[src/rtl/aes_ctr_reg.sv]
// aes_ctr_reg: counter-register responder for the AES CTR increment FSM.
// Holds the 128-bit CTR counter as NumSlices slices, turns a level req_i
// into a one-cycle-per-accept incr_o command, serves the indexed slice to the
// FSM, captures its write-backs in strict slice order, and flags protocol
// violations on incr_err_o / alert_o (terminal until reset).
// Optional build macro: AES_CTR_WRAP_DETECT_EN adds a sticky wrap_o flag.
module aes_ctr_reg #(
  parameter int SliceSizeCtr = 16,
  parameter int NumSlices    = 8,
  localparam int SliceIdxWidth = $clog2(NumSlices),
  localparam int CtrWidth      = SliceSizeCtr * NumSlices
) (
  input  logic                     clk_i,
  input  logic                     rst_ni,
  input  logic                     ctr_load_i,
  input  logic [CtrWidth-1:0]      ctr_i,
  input  logic                     req_i,
  output logic                     ack_o,
  output logic [CtrWidth-1:0]      ctr_o,
  output logic                     incr_o,
  input  logic                     ready_i,
  input  logic [SliceIdxWidth-1:0] ctr_slice_idx_i,
  output logic [SliceSizeCtr-1:0]  ctr_slice_o,
  input  logic [SliceSizeCtr-1:0]  ctr_slice_i,
  input  logic                     ctr_we_i,
  output logic                     incr_err_o,
  output logic                     alert_o,
  output logic                     wrap_o
);

  // Sparse state codes, pairwise Hamming distance >= 3, so a single upset
  // never lands on another legal state; unused codes are treated as faults.
  typedef enum logic [5:0] {
    IDLE  = 6'b000111,
    ISSUE = 6'b011001,
    BUSY  = 6'b101010,
    DONE  = 6'b110100,
    ERROR = 6'b100001
  } state_e;

  localparam logic [SliceIdxWidth:0] WrCntMax = (SliceIdxWidth + 1)'(NumSlices);

  state_e                  state_reg, state_next;
  logic [CtrWidth-1:0]     ctr_reg, ctr_next, ctr_wr_data;
  logic [SliceIdxWidth:0]  wr_cnt_reg, wr_cnt_next;
  logic                    err_detect;
  logic                    incr_reg, ack_reg, alert_reg;
  logic [SliceSizeCtr-1:0] slice_rd [NumSlices];

  // Per-slice read view and write-merge; slice 0 is the least significant.
  for (genvar gi = 0; gi < NumSlices; gi++) begin : g_slice
    assign slice_rd[gi] = ctr_reg[gi*SliceSizeCtr +: SliceSizeCtr];
    assign ctr_wr_data[gi*SliceSizeCtr +: SliceSizeCtr] =
        (ctr_slice_idx_i == SliceIdxWidth'(gi)) ? ctr_slice_i
                                                : ctr_reg[gi*SliceSizeCtr +: SliceSizeCtr];
  end

  assign ctr_slice_o = slice_rd[ctr_slice_idx_i];

  // Protocol checker: flags a violation in the same cycle it is presented.
  always_comb begin
    err_detect = 1'b0;
    case (state_reg)
      IDLE, ISSUE, DONE: err_detect = ctr_we_i;
      BUSY: begin
        err_detect = (ctr_we_i && ((wr_cnt_reg == WrCntMax) ||
                                   ({1'b0, ctr_slice_idx_i} != wr_cnt_reg))) ||
                     (ready_i && (wr_cnt_reg < WrCntMax));
      end
      ERROR:   err_detect = 1'b0;
      default: err_detect = 1'b1;
    endcase
  end

  // Next-state and datapath update; a detected violation overrides everything.
  always_comb begin
    state_next  = state_reg;
    ctr_next    = ctr_reg;
    wr_cnt_next = wr_cnt_reg;
    if (err_detect) begin
      state_next = ERROR;
    end else begin
      case (state_reg)
        IDLE: begin
          // Load wins; a held req_i is picked up on the following cycle.
          if (ctr_load_i) begin
            ctr_next = ctr_i;
          end else if (req_i) begin
            state_next  = ISSUE;
            wr_cnt_next = '0;
          end
        end
        ISSUE: begin
          if (ready_i) state_next = BUSY;
        end
        BUSY: begin
          if (ctr_we_i) begin
            ctr_next    = ctr_wr_data;
            wr_cnt_next = wr_cnt_reg + 1'b1;
          end else if (ready_i) begin
            state_next = DONE;
          end
        end
        DONE:    state_next = IDLE;
        ERROR:   state_next = ERROR;
        default: state_next = ERROR;
      endcase
    end
  end

  // FSM state, counter and registered control outputs.
  always_ff @(posedge clk_i or negedge rst_ni) begin
    if (!rst_ni) begin
      state_reg  <= IDLE;
      ctr_reg    <= '0;
      wr_cnt_reg <= '0;
      incr_reg   <= 1'b0;
      ack_reg    <= 1'b0;
      alert_reg  <= 1'b0;
    end else begin
      state_reg  <= state_next;
      ctr_reg    <= ctr_next;
      wr_cnt_reg <= wr_cnt_next;
      incr_reg   <= (state_next == ISSUE);
      ack_reg    <= (state_next == DONE);
      alert_reg  <= (state_next == ERROR);
    end
  end

  assign ctr_o      = ctr_reg;
  assign incr_o     = incr_reg;
  assign ack_o      = ack_reg;
  assign alert_o    = alert_reg;
  assign incr_err_o = err_detect | alert_reg;

`ifdef AES_CTR_WRAP_DETECT_EN
  logic wrap_reg, wrap_next;

  // Sticky wrap flag: set when a completed increment leaves the counter at 0.
  always_comb begin
    wrap_next = wrap_reg;
    if (!err_detect) begin
      if ((state_reg == IDLE) && ctr_load_i) begin
        wrap_next = 1'b0;
      end else if ((state_reg == DONE) && (ctr_reg == '0)) begin
        wrap_next = 1'b1;
      end
    end
  end

  // Wrap flag register.
  always_ff @(posedge clk_i or negedge rst_ni) begin
    if (!rst_ni) begin
      wrap_reg <= 1'b0;
    end else begin
      wrap_reg <= wrap_next;
    end
  end

  assign wrap_o = wrap_reg;
`else
  assign wrap_o = 1'b0;
`endif

endmodule

[config.mk]
export PLATFORM = sky130hd
export DESIGN_NAME = aes_ctr_reg
export DESIGN_NICKNAME = d
export VERILOG_FILES = /design/src/rtl/aes_ctr_reg.sv
export SDC_FILE = /design/constraint.sdc
export NUM_CORES = 1
export LEC_CHECK = 0
export BUFFER_PORTS_ARGS = -buffer_cell sky130_fd_sc_hd__buf_2
export CAP_MARGIN = 5
export CORE_MARGIN = 8
export CORE_UTILIZATION = 35
export CTS_BUF_LIST = sky130_fd_sc_hd__clkbuf_8
export CTS_CLUSTER_DIAMETER = 30
export DETAILED_ROUTE_END_ITERATION = 12
export PLACE_DENSITY_LB_ADDON = 0.12
export SYNTH_ARGS = -nofsm -noshare
export SYNTH_HDL_FRONTEND = slang
export SYNTH_SLANG_ARGS = --single-unit
[constraint.sdc]
create_clock -name clk_i -period 3.6 [get_ports clk_i]
set_input_delay 0.72 -clock clk_i [delete_from_list [all_inputs] [get_ports clk_i]]
set_output_delay 0.72 -clock clk_i [all_outputs]
set_load 0.01 [all_outputs]
# After elaboration in Yosys (flattened, before gate mapping)
# Cells that the tools add are included.
[totals]
register_bits = 141
latch_bits = 0
mem_bits_rw = 0
rom_bits = 0
input_bits = 153
output_inout_bits = 149
n_memories = 0
[classes]
addsub = 1
mul = 0
div = 0
magnitude_cmp = 2
n_eq_ne = 29
n_shift = 0
mux = 26
bitwise = 3
reduce_logical = 16
[ops]
columns = ["operator", "count"]
rows = [
  ["2-to-1 mux 128 bit", 2],
  ["one-hot mux 128 bit (2 select lines)", 1],
  ["2-to-1 mux 16 bit", 10],
  ["binary-select mux 16 bit (select 3 bit)", 1],
  ["AND reduction 5 bit", 9],
  ["2-to-1 mux 6 bit", 6],
  ["equality test 6 bit (second input constant)", 5],
  ["!= test 2 bit (second input constant)", 12],
  ["one-hot mux 6 bit (4 select lines)", 1],
  ["equality test 3 bit (second input constant)", 4],
  ["equality test 6 x 5 -> 1 bit (second input constant)", 2],
  ["2-to-1 mux 4 bit", 3],
  ["one-hot mux 4 bit (2 select lines)", 1],
  ["equality test 3 x 2 -> 1 bit (second input constant)", 2],
  ["equality test 6 x 3 -> 1 bit (second input constant)", 1],
  ["adder 4 x 1 -> 4 bit (second input constant)", 1],
  ["equality test 4 bit (second input constant)", 1],
  ["greater-or-equal comparator 4 bit (second input constant)", 1],
  ["< comparator 4 bit (second input constant)", 1],
  ["!= test 3 x 4 -> 1 bit", 1],
  ["inverter 3 -> 4 bit", 1],
  ["equality test 3 x 1 -> 1 bit (second input constant)", 1],
  ["zero test 3 bit", 1],
  ["one-hot mux 1 bit (3 select lines)", 1],
  ["6 further kinds", 8],
]

# Longest topological paths before layout
[logic_depth]
word_depth = 7
ltp_mapped = 10

# Least setup slack after synthesis
# No wires, ideal clock.
[synth_timing]
kind = "input port to output port"
startpoint = "input ctr_slice_idx_i[0]"
endpoint = "output ctr_slice_o[0]"
arrival_ns = 2.434
slack_ns = 0.446
path_stages = 4
n_path_buf = 2
cell_sequence = "clkbuf_1 buf_1 mux4_2 o21ai_0"
[synth_between]
elab_chain_len = 4
[synth_rtl]
columns = ["item", "line_no", "text"]
rows = [
  ["start: declaration", "22", "input logic [SliceIdxWidth-1:0] ctr_slice_idx_i,"],
  ["inverter 3 -> 4 bit (implied by the code)", "58", "assign ctr_slice_o = slice_rd[ctr_slice_idx_i];"],
  ["binary-select mux 16 bit (select 3 bit)", "58", ""],
  ["2-to-1 mux 16 bit (implied by the code) (2 in series)", "58", ""],
  ["end: declaration", "23", "output logic [SliceSizeCtr-1:0] ctr_slice_o,"],
]
# No other way between the ends. The select of a mux whose other input is x is not followed.

# Final worst setup path
[layout_timing]
startpoint = "register state_reg[0]"
endpoint = "output incr_err_o"
[layout_between]
elab_chain_len = 4
word_cells_on_any_way = 8
cone_classes = "eq/ne (5); mux (1); bitwise (1); reduce/logical (1)"
[layout_rtl]
columns = ["item", "line_no", "text"]
rows = [
  ["start: declaration", "43", "state_e state_reg, state_next;"],
  ["start signal: assignment", "121", "state_reg <= state_next;"],
  ["equality test 6 x 5 -> 1 bit, or another cell as far along", "63", "case (state_reg)"],
  ["OR reduction 3 bit", "63", ""],
  ["one-hot mux 1 bit (3 select lines) *", "63", ""],
  ["bitwise OR 1 bit *", "134", "assign incr_err_o = err_detect | alert_reg;"],
  ["end: declaration", "26", "output logic incr_err_o,"],
]
# Mark *: on every way between the ends. The rest lies on a longest branch, timed or not.

==> flow_summary.json <==
{
  "synth_cell_types": 54,
  "drt_iter0_drc": 454,
  "power.internal_mw": 2.29,
  "layout_setup_ws_ns": 0.358,
  "postCtsSetupBuffers": 0,
  "power_frac_clock_pct": 41.9,
  "synth_warnings": 0,
  "grt_pass1_vias": 7120,
  "final_cells": 1337,
  "power_mw": 3.16,
  "synthAdderAreaFrac_pct": 0.316,
  "synth_commonest_cells": "138 x dfrtp_1, 133 x inv_1, 131 x a21oi_1, 128 x mux2i_1, 32 x mux4_2",
  "hold_viol": 0,
  "cts-root-buf": "clkbuf_8",
  "synth_xor_area_share_pct": 0.332,
  "hold_slack_ns": 0.325,
  "final_util_pct": 44.8,
  "ios": 302,
  "drv_slew": 0,
  "cts_tree": "yes",
  "synth_compound_area_share_pct": 11.7,
  "skew_ns": 0.0119,
  "period_needed_ns": 3.24,
  "largest_reg_flops": 128,
  "via_count": 6752,
  "grt_antenna_before_repair": 4,
  "ys_seq_elements": 141,
  "rsz0062_at_grt": "no",
  "fp.dieW_um": 166,
  "fmax_mhz": 308,
  "met3_usage_pct": 4.61,
  "fin_crit_sh_pct": 90.1,
  "endpoint_kind": "output pin",
  "synth_top_cell_by_area": "dfrtp_1",
  "drive_gt1_share_pct": 38.4,
  "vdd_drop_max_mv": 0.240,
  "required_ns": 2.88,
  "syn-num-nets": 917,
  "globalplace.congestion": 0.811,
  "synth_cells": 762,
  "maxCapViolations": 0,
  "outcome": "completed",
  "dieHeight_um": 166,
  "gr-usage-all-layers_pct": 20.6,
  "hold_buffers": 0,
  "synth_edf_count": 0,
  "ctsHtreeMaxLevel": 4,
  "seq_area_frac_synth_pct": 44.6,
  "routed_wl_um": 29000,
  "netlist_top_cells_area": "dfrtp_1 44%, mux2i_1 16%, mux4_2 9.1%, a21oi_1 8.3%, inv_1 6.3%",
  "fin_tns_setup_ns": 0,
  "clk_pin_slew_ns": 0.09,
  "pwr-share-comb_pct": 8.0,
  "nNetsFinal": 1192,
  "worstPathMaxFanout": 17,
  "die-area_mm2": 0.0277,
  "ant_nets": 0,
  "crit_path_start_kind": "flop",
  "port_buffers": 300,
  "dr.pass1.iters": 5,
  "synth_most_common_cell": "dfrtp_1",
  "async_reset_ff_share_pct": 100,
  "cts_buffers": 17,
  "nFillCells": 2219,
  "drc": 0,
  "dpl_cell_area_mm2": 0.00966,
  "clock-sinks": 141,
  "cp_data_arrival_time_ns": 2.52,
  "power_density_mw_per_mm2": 314,
  "synth-simple-area-share_pct": 7.55,
  "hold_class": "input port to asynchronous set/reset pin",
  "design_area_mm2": 0.0101,
  "clock_latency_ns": 0.45,
  "grt_pass1_wl_um": 44000,
  "grt-ovfl-total": 0,
  "coreArea_mm2": 0.0224,
  "clockBufferDepth": 2,
  "dpl.hpwl_um": 21800,
  "pre_cts_ws_ns": 0.506,
  "netSwitchingPower_uw": 865,
  "p_leak_nw": 5.34,
  "synth_top_family_by_area": "multiplexers",
  "worst_slew_pin_slew_ns": 1.02,
  "initial_utilization_pct": 35.3,
  "rows": 55,
  "wl_per_cell_um": 21.7,
  "grt_max_degree": 95,
  "met1_usage_pct": 28.2,
  "switching_share_pct": 27.4,
  "synth.top_cell.area_share_pct": 43.6,
  "syn_area_mm2": 0.00792,
  "placed_cells": 1303,
  "vias_per_cell": 5.05,
  "seq_power_share_pct": 50.1,
  "critPathKind": "flop to output pin",
  "avgSynthCellArea_um2": 10.4,
  "synth_flop_cell": "dfrtp_1",
  "setup_violations": 0,
  "met2_usage_pct": 32.1,
  "syn_to_final_growth_pct": 27.0,
  "muxShareOfSynthArea_pct": 25.3,
  "post_cts_resized": 0,
  "maxSlewHeadroom_pct": 32.2,
  "busiest_layer": "met2"
}
cell usage in the layout, fill, tap and decap left out, types with 4 or more instances in the layout:
cell type	instances
mux2i_1	128
inv_6	5
nor2_1	9
nor4_4	4
mux4_2	32
o21ai_0	21
and3_1	17
a21oi_1	131
dfrtp_1	138
nand3_1	6
buf_2	298
clkbuf_8	18
inv_1	133
buf_4	18
nand2_1	21
cell type report:
| class | count | area [µm²] | share of cell area (%) |
|---|---|---|---|
| Timing Repair Buffer | 319 | 1680 | 16.7 |
| Tap cell | 285 | 357 | 3.54 |
| Clock buffer | 18 | 248 | 2.46 |
| Sequential cell | 141 | 3530 | 35.1 |
| Clock inverter | 14 | 149 | 1.48 |
| Inverter | 133 | 499 | 4.96 |
| Multi-Input combinational cell | 425 | 3590 | 35.7 |
| Antenna cell | 2 | 5.00 | 0.0498 |
critical path: stages, from the launching register on:
cell and delay [ns]:
dfstp_2 0.59, or4bb_1 0.48, a21oi_1 0.38, o21ai_4 0.11
nand3_4 0.26, or2_1 0.15, buf_2 0.12
power groups by stage:
| stage | combinational [mW] | clock (mW) | sequential [mW] |
|---|---|---|---|
| floorplan | 0.0933 | 0 | 1.61 |
| global placement | 0.257 | 0 | 1.61 |
| detailed placement | 0.256 | 0 | 1.61 |
| CTS | 0.257 | 1.36 | 1.58 |
| global route | 0.278 | 1.42 | 1.58 |
| finish | 0.252 | 1.32 | 1.58 |
per-layer routing:
layer	vias up	wire length (µm)
li1	3161	-
met1	3304	13700
met2	249	13100
met3	34	1710
met4	4	504
met5	-	19
kinds of logic (layout without fill, tap and decap cells):
| group | Yosys count | in the layout |
|---|---|---|
| AO/OA/AOI/OAI | 170 | 170 |
| buffers and inverters | 196 | 484 |
| multiplexers | 160 | 160 |
| adder cells (fa/ha/maj) | 2 | 2 |
| XOR/XNOR | 3 | 3 |
| flip-flops | 141 | 141 |
| other | 1 | 3 |
| AND/OR/NAND/NOR | 89 | 89 |
path summary, 6_finish.rpt:
path	slack, ns	cells after the start	startpoint	end
setup reg to reg	0.86	6	state_reg[1]	ctr_o[106]
min in group clk_i	0.53	2	ctr_o[36]	ctr_o[36]
max in group asynchronous	2.48	2	rst_ni	ctr_o[41]
hold reg to reg	0.53	2	ctr_o[36]	ctr_o[36]
hold / removal	0.32	1	rst_ni	ctr_o[15]
setup / recovery	0.36	6	state_reg[0]	incr_err_o
Note: power is estimated with default switching activity, not from simulation.
